===== src/rtl/uart_rx_param.sv =====
// Oversampling asynchronous-serial receiver with configurable frame format
// (5-9 data bits, none/odd/even parity, 1-2 stop bits), parity/framing error reporting.
module uart_rx_param #(
    parameter int CLK_FREQ   = 50000000,
    parameter int BAUD       = 9600,
    parameter int OVERSAMPLE = 16,
    parameter int DATA_BITS  = 8,
    parameter int PARITY     = 0,
    parameter int STOP_BITS  = 1
) (
    input  logic                 clk,
    input  logic                 rst_n,
    input  logic                 rx,
    output logic [DATA_BITS-1:0] rx_data,
    output logic                 rx_valid,
    output logic                 parity_err,
    output logic                 frame_err,
    output logic                 busy
);

    localparam int DIV_RAW = CLK_FREQ / (BAUD * OVERSAMPLE);
    localparam int DIV     = (DIV_RAW < 1) ? 1 : DIV_RAW;
    localparam int M       = OVERSAMPLE / 2;
    localparam int DW      = (DIV > 1) ? $clog2(DIV) : 1;
    localparam int TW      = $clog2(OVERSAMPLE);
    localparam int BW      = $clog2(DATA_BITS);

    typedef enum logic [2:0] {
        S_IDLE,
        S_START,
        S_DATA,
        S_PARITY,
        S_STOP
    } state_t;

    logic                 rx_meta_q, rxs_q, rxs_prev_q;
    state_t               state_q, state_d;
    logic [DW-1:0]        div_q, div_d;
    logic [TW-1:0]        tidx_q, tidx_d;
    logic [1:0]           samp_q, samp_d;
    logic [BW-1:0]        bit_q, bit_d;
    logic                 stop_q, stop_d;
    logic [DATA_BITS-1:0] shift_q, shift_d;
    logic                 perr_q, perr_d;
    logic                 ferr_q, ferr_d;
    logic [DATA_BITS-1:0] rx_data_q, rx_data_d;
    logic                 rx_valid_q, rx_valid_d;
    logic                 parity_err_q, parity_err_d;
    logic                 frame_err_q, frame_err_d;

    logic fall, tick, decide, bit_end, maj, exp_par;

    always_comb begin
        fall    = rxs_prev_q & ~rxs_q;
        tick    = (state_q != S_IDLE) && (div_q == DW'(DIV - 1));
        decide  = tick && (tidx_q == TW'(M + 1));
        bit_end = tick && (tidx_q == TW'(OVERSAMPLE - 1));
        // Third vote is the live sample taken on the decision tick itself
        maj     = (samp_q[0] & samp_q[1]) | (samp_q[0] & rxs_q) | (samp_q[1] & rxs_q);
        exp_par = (PARITY == 1) ? ~(^shift_q) : ^shift_q;
    end

    always_comb begin
        state_d      = state_q;
        div_d        = div_q;
        tidx_d       = tidx_q;
        samp_d       = samp_q;
        bit_d        = bit_q;
        stop_d       = stop_q;
        shift_d      = shift_q;
        perr_d       = perr_q;
        ferr_d       = ferr_q;
        rx_data_d    = rx_data_q;
        rx_valid_d   = 1'b0;
        parity_err_d = parity_err_q;
        frame_err_d  = frame_err_q;

        if (tick) begin
            div_d  = '0;
            tidx_d = bit_end ? '0 : tidx_q + TW'(1);
        end else begin
            div_d = div_q + DW'(1);
        end
        if (tick && tidx_q == TW'(M - 1)) samp_d[0] = rxs_q;
        if (tick && tidx_q == TW'(M))     samp_d[1] = rxs_q;

        case (state_q)
            S_IDLE: begin
                div_d  = '0;
                tidx_d = '0;
                if (fall) begin
                    state_d = S_START;
                    bit_d   = '0;
                    stop_d  = 1'b0;
                    perr_d  = 1'b0;
                    ferr_d  = 1'b0;
                end
            end
            S_START: begin
                if (decide && maj) state_d = S_IDLE;
                else if (bit_end)  state_d = S_DATA;
            end
            S_DATA: begin
                if (decide) shift_d[bit_q] = maj;
                if (bit_end) begin
                    if (bit_q == BW'(DATA_BITS - 1)) state_d = (PARITY != 0) ? S_PARITY : S_STOP;
                    else                             bit_d   = bit_q + BW'(1);
                end
            end
            S_PARITY: begin
                if (decide && (maj != exp_par)) perr_d = 1'b1;
                if (bit_end) state_d = S_STOP;
            end
            S_STOP: begin
                if (decide && !maj) ferr_d = 1'b1;
                // Leave at mid-bit of the final stop bit so a following start edge is never missed
                if (decide && stop_q == 1'(STOP_BITS - 1)) begin
                    state_d      = S_IDLE;
                    rx_valid_d   = 1'b1;
                    rx_data_d    = shift_q;
                    parity_err_d = perr_q;
                    frame_err_d  = ferr_q | ~maj;
                end else if (bit_end) begin
                    stop_d = 1'b1;
                end
            end
            default: state_d = S_IDLE;
        endcase
    end

    always_ff @(posedge clk or negedge rst_n) begin
        if (!rst_n) begin
            rx_meta_q    <= 1'b1;
            rxs_q        <= 1'b1;
            rxs_prev_q   <= 1'b1;
            state_q      <= S_IDLE;
            div_q        <= '0;
            tidx_q       <= '0;
            samp_q       <= '0;
            bit_q        <= '0;
            stop_q       <= 1'b0;
            shift_q      <= '0;
            perr_q       <= 1'b0;
            ferr_q       <= 1'b0;
            rx_data_q    <= '0;
            rx_valid_q   <= 1'b0;
            parity_err_q <= 1'b0;
            frame_err_q  <= 1'b0;
        end else begin
            rx_meta_q    <= rx;
            rxs_q        <= rx_meta_q;
            rxs_prev_q   <= rxs_q;
            state_q      <= state_d;
            div_q        <= div_d;
            tidx_q       <= tidx_d;
            samp_q       <= samp_d;
            bit_q        <= bit_d;
            stop_q       <= stop_d;
            shift_q      <= shift_d;
            perr_q       <= perr_d;
            ferr_q       <= ferr_d;
            rx_data_q    <= rx_data_d;
            rx_valid_q   <= rx_valid_d;
            parity_err_q <= parity_err_d;
            frame_err_q  <= frame_err_d;
        end
    end

    assign rx_data    = rx_data_q;
    assign rx_valid   = rx_valid_q;
    assign parity_err = parity_err_q;
    assign frame_err  = frame_err_q;
    assign busy       = (state_q != S_IDLE);

endmodule

===== config.mk =====
export PLATFORM = sky130hd
export DESIGN_NAME = uart_rx_param
export DESIGN_NICKNAME = d
export VERILOG_FILES = /design/src/rtl/uart_rx_param.sv
export SDC_FILE = /design/constraint.sdc
export NUM_CORES = 1
export LEC_CHECK = 0
export BUFFER_PORTS_ARGS = -buffer_cell sky130_fd_sc_hd__buf_2
export CORE_UTILIZATION = 55
export CTS_BUF_LIST = sky130_fd_sc_hd__clkbuf_2 sky130_fd_sc_hd__clkbuf_4 sky130_fd_sc_hd__clkbuf_8
export CTS_CLUSTER_SIZE = 12
export DETAILED_ROUTE_END_ITERATION = 10
export PLACE_DENSITY_LB_ADDON = 0.25
export SLEW_MARGIN = 40
export SYNTH_ARGS = -nofsm -noshare
export SYNTH_HDL_FRONTEND = slang
export SYNTH_SLANG_ARGS = --single-unit

===== constraint.sdc =====
create_clock -name clk -period 2 [get_ports clk]
set_input_delay 0.2 -clock clk [delete_from_list [all_inputs] [get_ports clk]]
set_output_delay 0.2 -clock clk [all_outputs]
set_load 0.01 [all_outputs]

==> results of run 1 <==
-- stage by stage --
step	worst slack [ns]	area, um^2	TNS (ns)	cells
5_1_grt	-0.0349	2760	-0.181	291
4_1_cts	0.000413	2710	0	289
3_5_place_dp	-0.0573	2500	-0.145	275
3_3_place_gp	0.00223	2500	0	275
2_1_floorplan	0.0373	2250	0	199
6_report	0.0231	2760	0	291
-- metal layers --
layer / part of all wire, % / routed length, um / vias up
li1: - / - / 784
met1: 43 / 2020 / 822
met2: 51 / 2390 / 44
met3: 4.1 / 194 / 9
met4: 1.8 / 86 / 0
met5: 0 / 0 / -
-- worst max path at each step --
stage	end	start	slack, ns	cells after the start
after global placement	shift_q[2]	div_q[0]	0.002	7
final	samp_q[1]	div_q[1]	0.02	6
after CTS	shift_q[5]	state_q[1]	0.0004	6
after floorplan	bit_q[0]	div_q[0]	0.04	7
after detailed placement	shift_q[4]	div_q[1]	-0.06	7
after global routing	shift_q[4]	div_q[1]	-0.03	7
-- cell type report --
type	count	area, um^2
multi-input combinational	139	1110
clock inverter	2	37.5
timing repair buffer	41	280
fill	262	1040
sequential	46	1150
tap	48	60.1
inverter	9	33.8
clock buffer	6	76.3
-- timing repair --
item / CTS / global route
hold endpoints to repair: 16 / 0
pin swaps: 4 / 4
gates cloned: 0 / 0
hold buffers: 2 / 0
buffers inserted: 4 / 2
gates resized for setup: 9 / 7
setup endpoints to repair: 5 / 10
-- worst reg2reg max path: cells and delay by family, from the launching register on --
family | cells | cell delay, ns
fa+ha+maj | 1 | 0.14
mux | 1 | 0.38
simple gates | 3 | 0.86
buf+inv | 1 | 0.09
flops | 1 | 0.40
-- cell usage in the layout (no fill, tap or decap), types with 3 or more instances in the layout --
cell type  synthesis  final
xnor2_1           10     10
dfrtp_1           43     43
and3_1             4      3
ha_1               7      6
buf_2              3     13
mux2_4             1      4
nand2_1           15     15
nor3_2             1      4
nor3_1             8      5
clkbuf_8           0      5
mux2_2            18     15
o21ai_0            8      8
nor2_1            17     17
nand3_1            7      7
or4_1              3      3
inv_1              9      7
xor2_1             4      4
a21oi_1            9      9
buf_4              0     26
dfstp_2            3      3
-- power groups by stage --
stage	clock, mW	sequential, mW	combinational [mW]
after floorplan	0	1.05	0.158
after global placement	0	1.05	0.270
after detailed placement	0	1.05	0.279
after CTS	0.712	1.04	0.337
after global routing	0.755	1.05	0.379
final	0.695	1.04	0.338
-- flip-flops by register name (all words and copies together), names as in the netlist, 2 cells and up --
signal	count
div_q	9
rx_data	8
shift_q	8
tidx_q	4
bit_q	3
state_q	3
samp_q	2
-- cells in the mapped netlist, types with 7 or more instances --
cell type  instances  area share, %
dfrtp_1           43             48
mux2_2            18            9.0
nor2_1            17            2.8
nand2_1           15            2.5
xnor2_1           10            3.9
a21oi_1            9            2.0
inv_1              9            1.5
nor3_1             8            1.8
o21ai_0            8            1.8
ha_1               7            3.9
nand3_1            7            1.6
-- cell families after synthesis --
| family | after synthesis | share of synthesized area [%] |
|---|---|---|
| buffers and inverters | 14 | 2.50 |
| AOI/OAI and AO/OA | 27 | 7.78 |
| muxes | 21 | 10.6 |
| adders and majority gates | 7 | 3.89 |
| xor gates and xnor gates | 15 | 6.45 |
| DFF | 46 | 51.3 |
| and+or+nand+nor | 69 | 17.5 |
==> metrics.yaml, run 1 <==
cp_slowest_cell: "nor4b_1"
antenna_found_initial: 0
dpl.hpwl_um: 3270
setup_viol: 0
switchingPower_uw: 524
hold_class: "register to register"
synth_cell_types: 40
status: "complete, no violations"
crit_chain: "inv_2, ha_4, nand4bb_4, or2_4, nor4b_1, mux2_2"
cp.required_ns: 2.18
pwr_density_cell_nw_per_um2: 751
vdd_drop_max_v: 0.000465
worst_pin_slew_ns: 0.460
synthArstFlopShare_pct: 100
initial_core_util_pct: 59.3
fmax_mhz: 506
grt_first_pass_wirelength_um: 7800
yosysWarnings: 0
synth_seq_area_share_pct: 51.3
min_to: "rxs_q"
critPathKind: "register to register"
power_mw: 2.07
core_area_um2: 3800
slowest_delay_ns: 0.42
use_met3_pct: 6.55
crit_buf_inv: 1
seq_power_share_pct: 50.2
clk_pin_slew_worst_paths_ns: 0.08
synth_area_um2: 2250
cts-root-buf: "clkbuf_8"
grt.busiest_layer: "met2"
htreeDepth: 2
slew_viol_final: 0
path_max_fanout: 5
die_w_um: 66.0
synthesis.nets: 209
hold_start: "rx_meta_q"
regToRegEndpoint: "samp_q[1]"
cts_tree: "built"
place_congestion: 0.847
cap_viol_max_count: 0
drive_gt1_share_pct: 35.0
fin_crit_ns: 1.98
vias: 1659
post-route-period-util_pct: 98.8
final_util_pct: 72.6
intPower_mw: 1.55
synth_edf_count: 0
vias_per_cell: 5.70
overflow: 0
dr.pass1.iters: 4
rows: 22
grt_setup_unrepaired: "yes"
cp-end-kind: "register"
final_nets: 252
port_buffers: 14
hold_viol_final: 0
ios: 15
netlist_instances: 199
worstPathArrival_ns: 2.16
ys.flop_type: "dfrtp_1"
grt_pass1_vias: 1678
use_met1_pct: 30.0
p_comb_share_pct: 16.3
use_met2_pct: 41.1
wl_per_cell_um: 16.1
ff2ff_path_depth: 6
cp-start-kind: "register"
avgSynthCellArea_um2: 11.3
finClkSkew_ns: 0.0119
drt-total-wl_um: 4690
grt_max_degree: 38
clk_latency_ns: 0.30
hold_ws_ns: 0.358
reg2reg_from: "div_q[1]"
track_usage_pct: 24.8
cts.sinks: 46
worstHoldPathCells: 0
post-route-drc-count: 0
die_area_um2: 4350
path_delay_family: "simple AND/OR/NAND/NOR gates"
antennaDiodeCount: 0
sw_frac_of_total_pct: 25.3
synthToLayoutAreaGrowth_pct: 22.5
fp.dieH_um: 66.0
antenna_left: 0
drtIter0Drc: 133
cts_buffer_depth: 2
cts_inserted_buffers: 5
r2r_slack_ns: 0.02
ys_ff_latch: 46
p_leak_nw: 1.32
clkPwrFrac_pct: 33.5
relSlewSlack_pct: 69.3
(Power assumes the default switching activity.)
==> run 2, diff against run 1 <==
- clock period: 2 -> 2.1 ns (I/O delays scaled with it)
==> metrics.yaml, run 2 (synthesis gave the netlist of run 1 again) <==
dr.pass1.iters: 4
power_mw: 1.82
p_leak_nw: 1.25
largest_register_ffs: 9
relSlewSlack_pct: 64.4
synthToLayoutAreaGrowth_pct: 16.8
wl_per_cell_um: 16.0
port_buffers: 14
cts.sinks: 46
grt.busiest_layer: "met2"
post-route-period-util_pct: 99.0
use_met1_pct: 27.9
die_w_um: 66.0
clk_latency_ns: 0.29
cp.required_ns: 2.29
grt_first_pass_wirelength_um: 7110
cts_buffer_depth: 2
cts_tree: "built"
path_max_fanout: 4
status: "complete, no violations"
setup_tns_ns: 0
core_area_um2: 3800
use_met2_pct: 36.4
critPathKind: "register to register"
place_congestion: 0.864
cap_viol_max_count: 0
layout_commonest_cell: "dfrtp_1"
use_met3_pct: 5.34
crit_chain: "inv_1, ha_1, nand2b_1, nor4_4, nand3b_1, nor3_2, mux2_4"
antennaDiodeCount: 0
slew_viol_final: 0
slowest_delay_ns: 0.42
drt-total-wl_um: 4490
post_dp_cell_area_um2: 2440
dpl.hpwl_um: 3080
pwr_density_cell_nw_per_um2: 693
vias: 1589
rows: 22
top_register: "div_q"
drive_gt1_share_pct: 31.0
vias_per_cell: 5.68
hold_class: "register to register"
overflow: 0
die_area_um2: 4350
grt_max_degree: 41
cts-root-buf: "clkbuf_8"
multiInputGateArea_um2: 1090
track_usage_pct: 22.2
cp_slowest_cell: "dfrtp_1"
drtIter0Drc: 123
cp-end-kind: "register"
final_cell_mix: "dfrtp_1 (43), nor2_1 (17), mux2_2 (16), buf_4 (16), nand2_1 (15)"
htreeDepth: 2
r2r_slack_ns: 0.02
finClkSkew_ns: 0.00766
grt_setup_unrepaired: "yes"
worst_pin_slew_ns: 0.530
setup_viol: 0
post-route-drc-count: 0
ios: 15
hold_viol_final: 0
initial_core_util_pct: 59.3
final_nets: 242
finalNonFillerCells: 280
cp-start-kind: "register"
ff2ff_path_depth: 7
fin_area_um2: 2630
vdd_drop_max_v: 0.000548
grt_pass1_vias: 1571
seq_area_um2: 1150
worstHoldPathCells: 0
clk_pin_slew_worst_paths_ns: 0.08
fmax_mhz: 481
dp.cells: 267
final_util_pct: 69.2
fp.dieH_um: 66.0
worstPathArrival_ns: 2.26
nFillCells: 281
fin_crit_ns: 2.08
cts_inserted_buffers: 5
antenna_left: 0
antenna_found_initial: 0
-- run 2: critical path, delay by kind of cell, from the launching register on --
kind | cells | cell delay, ns
flops | 1 | 0.42
simple gates | 4 | 0.95
fa+ha+maj | 1 | 0.16
mux | 1 | 0.32
buf+inv | 1 | 0.12
-- run 2: stage by stage --
stage | setup WS, ns | hold slack [ns]
floorplan | 0.137 | -0.0856
global placement | 0.0353 | 0.316
detailed placement | -0.0979 | 0.215
CTS | 0.00779 | 0.00410
global route | -0.0782 | 0.363
finish | 0.0214 | 0.358
-- run 2: area by class of cell --
class | instances | share of cell area (%)
flip-flops and latches | 46 | 43.9
multi-input cells | 139 | 41.5
repair buffers | 31 | 7.80
clock buffers | 6 | 2.90
well taps | 48 | 2.28
inverters | 9 | 1.28
clock inverters | 1 | 0.285
-- run 2: repair_timing --
item                                    in CTS  in global routing
cloned                                       0                  0
buffers inserted                             1                  3
pin swaps                                    1                  3
hold buffers                                 1                  1
resized for setup                            3                 10
hold endpoints to repair                    36                  1
endpoints found under the setup margin       5                 12
-- run 2: per-layer routing --
metal  up-vias  routed length (um)
met5         -                   0
met3         9                 138
met1       790                2070
met2        30                2160
met4         0                 110
li1        760                   -
-- run 2: path summary, 6_finish.rpt --
kind,start,to
setup / recovery,tidx_q[1],shift_q[0]
min in group asynchronous,rst_n,stop_q
max in group asynchronous,rst_n,rx_data[1]
hold reg to reg,rx_meta_q,rxs_q
hold / removal,rx_meta_q,rxs_q
setup reg to reg,tidx_q[1],shift_q[0]
-- run 2: report_power, final --
group,total [mW],switching (mW),internal (mW)
clock,0.524,0.283,0.241
combinational,0.297,0.148,0.149
sequential,1.00,0.0617,0.939
total,1.82,0.493,1.33
